==> src/rtl/if_id_issue_buffer_pkg.sv <==
// Shared constants for the IF/ID issue buffer: NOP encoding, stall/flush bit map.
package if_id_issue_buffer_pkg;

  localparam logic [31:0] NOP_INSTR = 32'h0000_0013;

  localparam int unsigned STALL_W     = 5;
  localparam int unsigned FLUSH_W     = 4;
  localparam int unsigned STALL_FETCH = 0;
  localparam int unsigned STALL_IFID  = 1;
  localparam int unsigned FLUSH_IFID  = 0;

  localparam logic [STALL_W-1:0] STALL_WFI = 5'b11111;

  // Decode-side demand: 0 when IF/ID stalls, 1 when only slot 0 issued, else 2.
  function automatic logic [1:0] popRequest(input logic stallIfid, input logic issueOne);
    logic [1:0] req;
    req = 2'd2;
    if (stallIfid) begin
      req = 2'd0;
    end else if (issueOne) begin
      req = 2'd1;
    end
    return req;
  endfunction

endpackage

==> src/rtl/if_id_issue_buffer_issue_queue_ram.sv <==
// Entry storage for the issue buffer: two write ports, two combinational read ports, no reset.
module issue_queue_ram #(
  parameter int unsigned DEPTH = 8,
  parameter int unsigned WIDTH = 64
) (
  input  logic                     clk,
  input  logic                     wrEn,
  input  logic [$clog2(DEPTH)-1:0] wrAddr0,
  input  logic [$clog2(DEPTH)-1:0] wrAddr1,
  input  logic [WIDTH-1:0]         wrData0,
  input  logic [WIDTH-1:0]         wrData1,
  input  logic [$clog2(DEPTH)-1:0] rdAddr0,
  input  logic [$clog2(DEPTH)-1:0] rdAddr1,
  output logic [WIDTH-1:0]         rdData0,
  output logic [WIDTH-1:0]         rdData1
);

  logic [WIDTH-1:0] mem [DEPTH];

  // Both halves of a packet land together; the addresses are always adjacent.
  always_ff @(posedge clk) begin
    if (wrEn) begin
      mem[wrAddr0] <= wrData0;
      mem[wrAddr1] <= wrData1;
    end
  end

  assign rdData0 = mem[rdAddr0];
  assign rdData1 = mem[rdAddr1];

endmodule

==> src/rtl/if_id_issue_buffer.sv <==
// Dual-issue IF/ID buffer: circular queue of {pc, instr} fed two entries per fetch packet,
// drained 0/1/2 entries per cycle by decode.
module if_id_issue_buffer
  import if_id_issue_buffer_pkg::*;
#(
  parameter int unsigned DEPTH = 8,
  parameter int unsigned XLEN  = 32
) (
  input  logic                   clk,
  input  logic                   rst_n,
  input  logic                   Fetch_Valid,
  input  logic [2*XLEN-1:0]      Fetch_Instr,
  input  logic [XLEN-1:0]        Fetch_Pc,
  output logic                   Fetch_Ready,
  input  logic [STALL_W-1:0]     Ctrl_Stall,
  input  logic [FLUSH_W-1:0]     Flush,
  input  logic                   issue_select,
  output logic                   Id_Valid_0,
  output logic                   Id_Valid_1,
  output logic [XLEN-1:0]        Id_Instr_0,
  output logic [XLEN-1:0]        Id_Instr_1,
  output logic [XLEN-1:0]        Id_Pc_0,
  output logic [XLEN-1:0]        Id_Pc_1,
  output logic [$clog2(DEPTH):0] Buf_Count
);

  localparam int unsigned PTR_W   = $clog2(DEPTH);
  localparam int unsigned CNT_W   = $clog2(DEPTH) + 1;
  localparam int unsigned ENTRY_W = 2 * XLEN;

  logic [PTR_W-1:0]   head, headNext;
  logic [PTR_W-1:0]   tail, tailNext;
  logic [CNT_W-1:0]   count, countNext;
  logic               wfi;
  logic               flushIfid;
  logic               pushEn;
  logic [1:0]         popReq;
  logic [1:0]         popCnt;
  logic [ENTRY_W-1:0] wrData0, wrData1;
  logic [ENTRY_W-1:0] rdData0, rdData1;
  logic               unusedFlush;

  assign unusedFlush = ^Flush[FLUSH_W-1:1];

  assign wfi       = (Ctrl_Stall == STALL_WFI);
  assign flushIfid = Flush[FLUSH_IFID];

  // Readiness looks only at current occupancy so fetch never waits on decode's pop.
  assign Fetch_Ready = (count <= CNT_W'(DEPTH - 2)) && !Ctrl_Stall[STALL_FETCH];
  assign pushEn      = Fetch_Valid && Fetch_Ready && !flushIfid && !wfi;

  // Pop demand clamped to what is actually buffered.
  always_comb begin
    popReq = popRequest(Ctrl_Stall[STALL_IFID], issue_select);
    popCnt = popReq;
    if (CNT_W'(popReq) > count) begin
      popCnt = count[1:0];
    end
  end

  // Pointer/count update; flush wins over everything, WFI freezes.
  always_comb begin
    headNext  = head;
    tailNext  = tail;
    countNext = count;
    if (flushIfid) begin
      headNext  = '0;
      tailNext  = '0;
      countNext = '0;
    end else if (!wfi) begin
      headNext  = head + PTR_W'(popCnt);
      tailNext  = tail + (pushEn ? PTR_W'(2) : PTR_W'(0));
      countNext = count + (pushEn ? CNT_W'(2) : CNT_W'(0)) - CNT_W'(popCnt);
    end
  end

  always_ff @(posedge clk) begin
    if (!rst_n) begin
      head  <= '0;
      tail  <= '0;
      count <= '0;
    end else begin
      head  <= headNext;
      tail  <= tailNext;
      count <= countNext;
    end
  end

  assign wrData0 = {Fetch_Pc, Fetch_Instr[XLEN-1:0]};
  assign wrData1 = {Fetch_Pc + XLEN'(4), Fetch_Instr[2*XLEN-1:XLEN]};

  issue_queue_ram #(
    .DEPTH (DEPTH),
    .WIDTH (ENTRY_W)
  ) u_ram (
    .clk     (clk),
    .wrEn    (pushEn),
    .wrAddr0 (tail),
    .wrAddr1 (tail + PTR_W'(1)),
    .wrData0 (wrData0),
    .wrData1 (wrData1),
    .rdAddr0 (head),
    .rdAddr1 (head + PTR_W'(1)),
    .rdData0 (rdData0),
    .rdData1 (rdData1)
  );

  // Empty decode slots present a NOP at PC 0.
  assign Id_Valid_0 = (count != CNT_W'(0));
  assign Id_Valid_1 = (count >= CNT_W'(2));
  assign Id_Instr_0 = Id_Valid_0 ? rdData0[XLEN-1:0]       : XLEN'(NOP_INSTR);
  assign Id_Pc_0    = Id_Valid_0 ? rdData0[ENTRY_W-1:XLEN] : XLEN'(0);
  assign Id_Instr_1 = Id_Valid_1 ? rdData1[XLEN-1:0]       : XLEN'(NOP_INSTR);
  assign Id_Pc_1    = Id_Valid_1 ? rdData1[ENTRY_W-1:XLEN] : XLEN'(0);
  assign Buf_Count  = count;

endmodule

==> config.mk <==
export PLATFORM = sky130hd
export DESIGN_NAME = if_id_issue_buffer
export DESIGN_NICKNAME = d
export VERILOG_FILES = /design/src/rtl/if_id_issue_buffer_pkg.sv /design/src/rtl/if_id_issue_buffer_issue_queue_ram.sv /design/src/rtl/if_id_issue_buffer.sv
export SDC_FILE = /design/constraint.sdc
export NUM_CORES = 1
export LEC_CHECK = 0
export BUFFER_PORTS_ARGS = -buffer_cell sky130_fd_sc_hd__clkbuf_2
export CAP_MARGIN = 5
export CORE_UTILIZATION = 55
export CTS_CLUSTER_DIAMETER = 80
export DETAILED_ROUTE_END_ITERATION = 16
export PLACE_DENSITY_LB_ADDON = 0.05
export SYNTH_ARGS = -nofsm -noshare
export SYNTH_HDL_FRONTEND = slang
export SYNTH_SLANG_ARGS = --single-unit
==> constraint.sdc <==
create_clock -name clk -period 9.8 [get_ports clk]
set_clock_uncertainty 0.2 [all_clocks]
set_input_delay 0.49 -clock clk [delete_from_list [all_inputs] [get_ports clk]]
set_output_delay 0.49 -clock clk [all_outputs]
set_load 0.02 [all_outputs]
# Word-level counts from Yosys, hierarchy flattened
# Memories as Yosys holds them, arrays and structs flattened. A register that Yosys moved wholly into a read port is not among the register bits.
# Cells that the tools add are included.
# totals
regBits,10
ramBits,512
output_inout_bits,135
word_cells,38
mem_count,1
# mem_list
memory,depth,word_bits,rd,rd_clocked_by_memory_dff,wr,line,rtl
u_ram.mem,8,64,2,1,2,if_id_issue_buffer_issue_queue_ram.sv:18,logic [WIDTH-1:0] mem [DEPTH];
# op_classes
n_addsub,7
order_cmp,3
n_eq_ne,1
mux,13
n_bitwise,1
n_reduce_logical,9
# ops
op,count
2-to-1 mux 32 bit,4
"adder 32 x 3 -> 32 bit, second input constant",1
2-to-1 mux 2 bit,5
"adder 3 x 1 -> 3 bit, second input constant",2
adder 3 x 2 -> 3 bit,2
2-to-1 mux 3 bit,2
"== test 5 bit, second input constant",1
adder 4 x 2 -> 4 bit,1
"greater-or-equal comparator 4 x 2 -> 1 bit, second input constant",1
greater-than comparator 2 x 4 -> 1 bit,1
"less-or-equal comparator 4 x 3 -> 1 bit, second input constant",1
logical AND 1 bit,4
nonzero test 4 bit,1
subtractor 4 x 2 -> 4 bit,1
zero test 1 bit,3
2-to-1 mux 1 bit,2
OR reduction 2 bit,1
inverter 1 bit,1

# Logic depth before layout (Yosys ltp)
# Gate-level depths: netlist of the first run.
# logic_depth
ltp_word,8
ltp_mapped,12
ltp_nobuf,12

# By module
# A second synthesis of the first run with hierarchy kept.
# hier_totals
cells_unflattened,1860
area_unflattened_um2,31427.6
# modules_own_cells
mod,n_inst,cells_each,area_each_um2,seq_area_each_um2
issue_queue_ram,1,1558,29315.6,15374.7
if_id_issue_buffer,1,302,2112.0,180.2

# Worst setup path after synthesis of the first run
# Ideal clock, no wire load.
# synth_timing
kind,reg-to-reg
start,"register count[3], in the netlist Buf_Count[3]"
end,"memory u_ram.mem[4][0], enable pin"
setup_time_ns,0.539
arrival_time_ns,5.377
required_ns,9.061
path_slack_ns,3.684
stages_incl_launch_ff,8
path_buffers,2
path_cell_list,dfxtp_1 -> inv_1 -> ha_1 -> and3_1 -> or4_1 -> clkbuf_1 -> inv_2 -> clkbuf_1
# synth_lines
element,line,rtl
"start, declared",if_id_issue_buffer.sv:33,"logic [CNT_W-1:0] count, countNext;"
"start signal, assigned",if_id_issue_buffer.sv:85,count <= countNext;
"end, declared",if_id_issue_buffer_issue_queue_ram.sv:18,

# Worst setup path after layout of the first run
# layout_timing
start,register head[0]
end,output port Id_Instr_1[3]
# layout_between
elab_chain_len,3
# layout_rtl
element,line,rtl
"start, declared",if_id_issue_buffer.sv:31,"logic [PTR_W-1:0] head, headNext;"
"start signal, assigned",if_id_issue_buffer.sv:83,head <= headNext;
adder 3 x 1 -> 3 bit,if_id_issue_buffer.sv:103,".rdAddr1 (head + PTR_W'(1)),"
memory (8 x 64 bit),n/a,
2-to-1 mux 32 bit,if_id_issue_buffer.sv:113,assign Id_Instr_1 = Id_Valid_1 ? rdData1[XLEN-1:0] : XLEN'(NOP_INSTR);
"end, declared",if_id_issue_buffer.sv:21,"output logic [XLEN-1:0] Id_Instr_1,"
# Every way passes these cells.

==> qor.yml, run 1 <==
regArea_mm2: 0.0154
critPathKind: "reg -> out"
hold_start: "Fetch_Pc[31]"
power_density_mw_per_mm2: 186
final_max_slew_viol_count: 0
synth.avg_cell_area_um2: 13.7
syn-num-nets: 2125
drt_wl_total_mm: 68.9
clkLatencyLatePin_ns: 0.60
finalHoldViolations: 0
hold_slack_ns: 0.0324
postRouteAntennaNets: 0
outcome: "complete, no violations"
critPathCaptureType: "output port"
ys.flop_type: "edfxtp_1"
ys_warn_count: 0
fin_crit_sh_pct: 55.8
fin_setup_tns_ns: 0
cts_hold_buf: 65
fin_nets: 2345
r2r_cells: 9
hold_class: "in -> reg"
fp.dieW_um: 225
setup_viol: 0
vias_per_cell: 6.04
vias: 17712
critPathLaunchType: "flip-flop"
post_cts_buffers: 0
cp.required_ns: 9.11
regToRegEndpoint: "u_ram.mem[5][58]"
grt_pass1_wl_mm: 103
max_slew_margin_pct: 22.9
die-area_mm2: 0.0508
multiInputGateArea_mm2: 0.0113
slowest_stage: "dfxtp_4"
max_cap_viol_count: 0
cts_resized: 0
crit_family: "buffers and inverters"
rsz0062_at_grt: "no"
fill_cells: 3770
clockRootBuffer: "clkbuf_16"
clock-sinks: 516
port_buffers: 240
worst_pin_slew_ns: 1.16
clk_pin_slew_worst_paths_ns: 0.05
first_pass_iters: 6
synth_top_area_share_pct: 55.1
drtIter0Drc: 1661
post_drt_wl_per_cell_um: 23.5
synth_top_family_by_area: "multiplexers"
yosysSeqAreaShare_pct: 56.0
synthAdderAreaFrac_pct: 0.720
remaining_drc_errors: 0
r2r_start: "Buf_Count[3]"
fp-row-count: 81
netlist_area_mm2: 0.0275
core-area_mm2: 0.0491
holdPathStages: 1
leakage_nw: 10.7
syn_inst: 2002
path_common_cell: "buf_4"
cts_buffer_depth: 3
synth_cell_type_count: 49
max_freq_ghz: 0.183
max_stage_delay_ns: 1.07
drive_gt1_share_pct: 27.2
synth-xor-area-share_pct: 3.89
die_h_um: 225
final_common_cell: "nand2_1"
start_util_pct: 56.0
synth_compound_area_share_pct: 1.35
grt_antenna_before_repair: 7
crit_chain: "ha_4, buf_4, buf_4, mux4_2, nand2_1, a21oi_1, clkbuf_2"
yosysTopAreaCell: "edfxtp_1"
syn_to_final_growth_pct: 14.0
htree_num_levels: 2
rrSetupSlack_ns: 5.08
dp_hpwl_mm: 38.7
track_usage_pct: 27.3
crit_buf_inv: 3
gp_congestion: 0.769
ir_drop_uv: 160
layout_common_cells: "nand2_1 (576), edfxtp_1 (504), mux4_2 (252), clkbuf_2 (240), xnor2_1 (88)"
synth.area.mux_share_pct: 23.1
async_flop_share_pct: 0
ys_ff_latch: 516
io_pins: 244
grt_pass1_vias: 17216
cp_max_fo: 63
cts_tree: "done"
grt_overflow: 0
numCtsBuffers: 55
synth-simple-area-share_pct: 12.1
post-route-min-period_ns: 5.47
hold_end: "u_ram.mem[6][63]"
yosys-top-cells-area: "edfxtp_1 (55%), mux4_2 (21%), nand2_1 (7.9%)"
grt_start_max_net_pins: 110
synth_edf_count: 504
cp.arrival_ns: 4.78
state kept, by name (all words and copies together) (netlist names), named ones only:
name / flops
Buf_Count: 4
u_ram.mem: 504
head: 3
tail: 2
final cells by class:
class / count / area share, %
repair buffers: 329 / 6.53
diodes: 5 / 0.0400
clock inverters: 28 / 0.560
clock buffers: 69 / 4.56
multi-input cells: 1306 / 36.3
well taps: 664 / 2.65
flip-flops and latches: 516 / 49.2
inverters: 14 / 0.232
stage by stage:
stage | power [W] | util (%) | cells | setup slack, ns | cell area (um2)
after global placement | 0.00395 | 59.2 | 2764 | 4.80 | 29000
final | 0.00583 | 63.8 | 2931 | 4.33 | 31300
after CTS | 0.00587 | 63.8 | 2926 | 4.14 | 31300
after floorplan | 0.00345 | - | 2002 | 3.68 | 27500
after detailed placement | 0.00396 | 59.2 | 2764 | 4.81 | 29000
after global routing | 0.00603 | 63.8 | 2930 | 3.94 | 31300
where the power goes:
| part | switching (W) | total (W) | internal, W |
|---|---|---|---|
| Sequential | 0.0000385 | 0.00250 | 0.00247 |
| Clock | 0.000826 | 0.00190 | 0.00107 |
| Combinational | 0.000923 | 0.00143 | 0.000504 |
how the worst max path moves through the flow:
| stage | start | endpoint | slack [ns] | cells past startpoint |
|---|---|---|---|---|
| detailed placement | head[0] | Id_Instr_1[3] | 4.81 | 7 |
| floorplan | Buf_Count[3] | u_ram.mem[4][0] | 3.68 | 7 |
| global route | head[0] | Id_Instr_1[3] | 3.94 | 7 |
| CTS | head[0] | Id_Instr_1[3] | 4.14 | 7 |
| global placement | head[0] | Id_Instr_1[3] | 4.80 | 7 |
| finish | head[0] | Id_Instr_1[3] | 4.33 | 7 |
synthesized netlist by cell type, types with 12 or more instances:
cell type,number
a21oi_1,62
buf_1,44
dfxtp_1,12
xnor2_1,89
nand3_1,22
mux2i_1,66
nand4_1,31
edfxtp_1,504
clkbuf_1,70
nor4_1,16
xor2_1,31
nand2_1,576
nor2_1,83
mux4_2,252
buf_2,43
logic make-up (layout without fill, tap and decap cells):
| logic type | after synthesis | in the layout |
|---|---|---|
| simple gates | 782 | 782 |
| flops | 516 | 516 |
| mux | 318 | 318 |
| buf+inv | 180 | 440 |
| xor+xnor | 121 | 121 |
| compound gates | 71 | 71 |
| fa+ha+maj | 14 | 14 |
| other cells | 0 | 5 |
per-layer routing:
metal	wire [um]	vias to the layer above	global-route usage, %
met3	5500	115	5.29
met1	27700	8960	37.0
met4	1580	4	7.33
li1	-	7944	-
met2	34100	689	45.4
met5	23	-	0
Power figures use the tool's default switching activity.
==> run 2: changes to the inputs <==
Settings changed: ABC_AREA from default to 1.
Clock period 9.8 ns to 4.55 ns, I/O delays scaled along.
==> run 2 against run 1 <==
Compared with the run above:
- worst hold slack improved by 0.018 ns
- critical path depth rose by 1
- first-iteration DRC count rose by 74%
- core utilization rose by 0.14 points
- sequential share of layout area fell by 3.3 points
- via count rose by 48%
- sequential power rose by 120%
- register-to-register slack got worse by 4.1 ns
- die area rose by 6.1%
- non-clock buffer count rose by 59
- count of clock-buffer cells in the layout rose by 9
- critical path type unchanged
- design area rose by 7.2%
==> qor.yml, run 2 <==
outcome: "complete, no violations"
synth_most_common_cell: "nand2_1"
critPathLaunchType: "flip-flop"
ys.flop_type: "edfxtp_1"
p_switching_w: 0.00732  # +310%
slowest_stage: "buf_4"
critPathKind: "reg -> out"
met2_length_mm: 45.5  # +34%
core-area_mm2: 0.0524  # +6.9%
synth-simple-area-share_pct: 18.1  # +6.0 points
netlist_area_mm2: 0.0292  # +6.1%
regArea_mm2: 0.0154  # unchanged
final_common_cell: "nand2_1"
rsz0062_at_grt: "no"
die-area_mm2: 0.0539  # +6.1%
die_h_um: 232  # +3.0%
grt_pass1_vias: 25486  # +48%
cts_buffer_depth: 3  # unchanged
port_buffers: 240  # unchanged
p_comb_share_pct: 41.3  # +17 points
drtIter0Drc: 2882  # +74%
finalHoldViolations: 0  # unchanged
setup_viol: 0  # unchanged
dp_cells: 4096  # +48%
drive_gt1_share_pct: 11.6  # -16 points
cp_max_fo: 52  # -17%
layout_common_cells: "nand2_1 (857), edfxtp_1 (504), o21ai_0 (474), nor2_1 (429), clkbuf_2 (240)"
hold_class: "in -> reg"
m1WireLength_mm: 35.5  # +28%
yosys-top-cells-area: "edfxtp_1 (52%), nand2_1 (11%), o21ai_0 (8.1%)"
grt_start_max_net_pins: 271  # +150%
crit_buf_inv: 3  # unchanged
gp_congestion: 0.846  # +10%
synth.area.mux_share_pct: 0  # -23 points
yosysTopAreaCell: "edfxtp_1"
ys_warn_count: 0  # unchanged
dpl_cell_area_mm2: 0.0305  # +5.1%
fp.dieW_um: 232  # +3.0%
synthAdderAreaFrac_pct: 0.678  # -0.042 points
synth_cell_type_count: 39  # -20%
post-route-min-period_ns: 4.07
vias_per_cell: 6.08  # +0.68%
track_usage_pct: 34.1  # +6.8 points
fp-row-count: 84  # +3.7%
path_common_cell: "buf_4"
fin_setup_tns_ns: 0  # unchanged
fin_nets: 3696  # +58%
synth.avg_cell_area_um2: 8.56  # -38%
synth-xor-area-share_pct: 0.657  # -3.2 points
drt_wl_total_mm: 93.8  # +36%
postRouteAntennaNets: 0  # unchanged
clockRootBuffer: "clkbuf_16"
ys_ff_latch: 516  # unchanged
synthTopCellsByCount: "nand2_1 (857), edfxtp_1 (504), o21ai_0 (474)"
max_freq_ghz: 0.246
final_max_slew_viol_count: 0  # unchanged
cp.required_ns: 4.12  # -4.99 ns
grt_antenna_before_repair: 3  # -4
grt_pass1_wl_mm: 141  # +37%
wl_met3_mm: 8.64  # +57%
ir_drop_uv: 347  # +120%
io_pins: 244  # unchanged
synth_top_family_by_area: "compound AO/OA/AOI/OAI gates"
fin_crit_sh_pct: 89.5
max_cap_viol_count: 0  # unchanged
power_density_mw_per_mm2: 525  # +180%
dr.max_layer_used: "met5"
htree_num_levels: 2  # unchanged
critPathCaptureType: "output port"
rrSetupSlack_ns: 0.99  # -4.09 ns
design_area_mm2: 0.0335  # +7.2%
post_drt_wl_per_cell_um: 21.7  # -7.5%
multiInputGateArea_mm2: 0.0118  # +3.7%
syn-num-nets: 3529  # +66%
crit_family: "buffers and inverters"
p_int_w: 0.0103  # +150%
leakage_nw: 13.4  # +26%
cts_resized: 0  # unchanged
layout_setup_ws_ns: 0.479  # -3.85 ns
crit_chain: "ha_2, buf_4, buf_4, o21ai_0, o211ai_1, nand2_1, nor2_1, clkbuf_2"
fill_cells: 4249  # +13%
syn_to_final_growth_pct: 15.1
switching_share_pct: 41.6  # +11 points
synth_top_area_share_pct: 51.9  # -3.2 points
remaining_drc_errors: 0  # unchanged
clkLatencyLatePin_ns: 0.62  # +0.02 ns
pwr-share-seq_pct: 30.9  # -12 points
clock-sinks: 516  # unchanged
fin_cells: 4313  # +47%
finish.utilization_pct: 64.0  # +0.14 points
synth_edf_count: 504  # unchanged
place_ws_ns: 1.04  # -3.77 ns
grt_overflow: 0  # unchanged
yosysSeqAreaShare_pct: 52.7  # -3.2 points
top_register: "u_ram.mem"
vias: 26240  # +48%
dp_hpwl_mm: 50.3  # +30%
max_slew_margin_pct: 20.2  # -2.7 points
largest_reg_flops: 504  # unchanged
cts_tree: "done"
start_util_pct: 55.6  # -0.41 points
synth_compound_area_share_pct: 20.7  # +19 points
max_stage_delay_ns: 0.74  # -0.33 ns
clk_pin_slew_worst_paths_ns: 0.06  # about the same
numCtsBuffers: 58  # +5.5%
cp.arrival_ns: 3.64  # -1.14 ns
async_flop_share_pct: 0  # unchanged
worst_pin_slew_ns: 1.20  # +0.0403 ns
clkPwrFrac_pct: 27.8  # -4.8 points
first_pass_iters: 6  # unchanged
syn_inst: 3406  # +70%
==> run 2: final timing paths <==
check                                  start      endpoint  cells after the start
worst max-delay path                 head[1]   Id_Pc_1[24]                      8
worst min-delay path            issue_select  Buf_Count[0]                      5
worst max register to register  Buf_Count[1]  Buf_Count[3]                     14
worst min register to register  Buf_Count[3]  Buf_Count[3]                      2
==> run 2: tightest hold or removal path: stages <==
cell,delay (ns)
clkbuf_2,0.10
nand2_1,0.07
a21oi_1,0.20
ha_1,0.16
a211oi_1,0.06
==> run 2: metal layers <==
layer | GRT usage, % | vias to the layer above
li1 | - | 12104
met2 | 57.9 | 1430
met5 | 0 | -
met1 | 42.4 | 12403
met3 | 5.39 | 301
met4 | 16.5 | 2
==> run 2: cells by family after synthesis <==
logic type / count (synthesis)
buffers and inverters: 477
xor gates and xnor gates: 21
and+or+nand+nor: 1368
DFF: 516
AOI/OAI and AO/OA: 1010
adders and majority gates: 14
==> run 2: final cells by class <==
cell class	instances	area share (%)
antenna	2	0.0149
clock buffer	78	4.74
clock inverter	32	1.14
inverter	196	2.26
multi-input combinational	2413	35.1
sequential	516	45.9
tap	688	2.57
timing repair buffer	388	8.31
==> run 2: repair_timing <==
item | in CTS | in global routing
endpoints found under the hold margin | 516 | 0
setup buffers | 0 | 0
hold buffers | 105 | 0
==> run 2: through the flow <==
step / hold slack, ns / total power [W]
3_5_place_dp: 0.271 / 0.0126
5_1_grt: 0.119 / 0.0183
6_report: 0.0500 / 0.0176
2_1_floorplan: 0.126 / 0.0100
4_1_cts: 0.0288 / 0.0175
3_3_place_gp: 0.259 / 0.0124
==> run 2: power groups by stage <==
stage / clock [W] / combinational [W] / sequential [W]
4_1_cts: 0.00493 / 0.00715 / 0.00544
3_3_place_gp: 0 / 0.00691 / 0.00553
5_1_grt: 0.00510 / 0.00776 / 0.00545
6_report: 0.00490 / 0.00727 / 0.00544
2_1_floorplan: 0 / 0.00452 / 0.00550
3_5_place_dp: 0 / 0.00704 / 0.00554
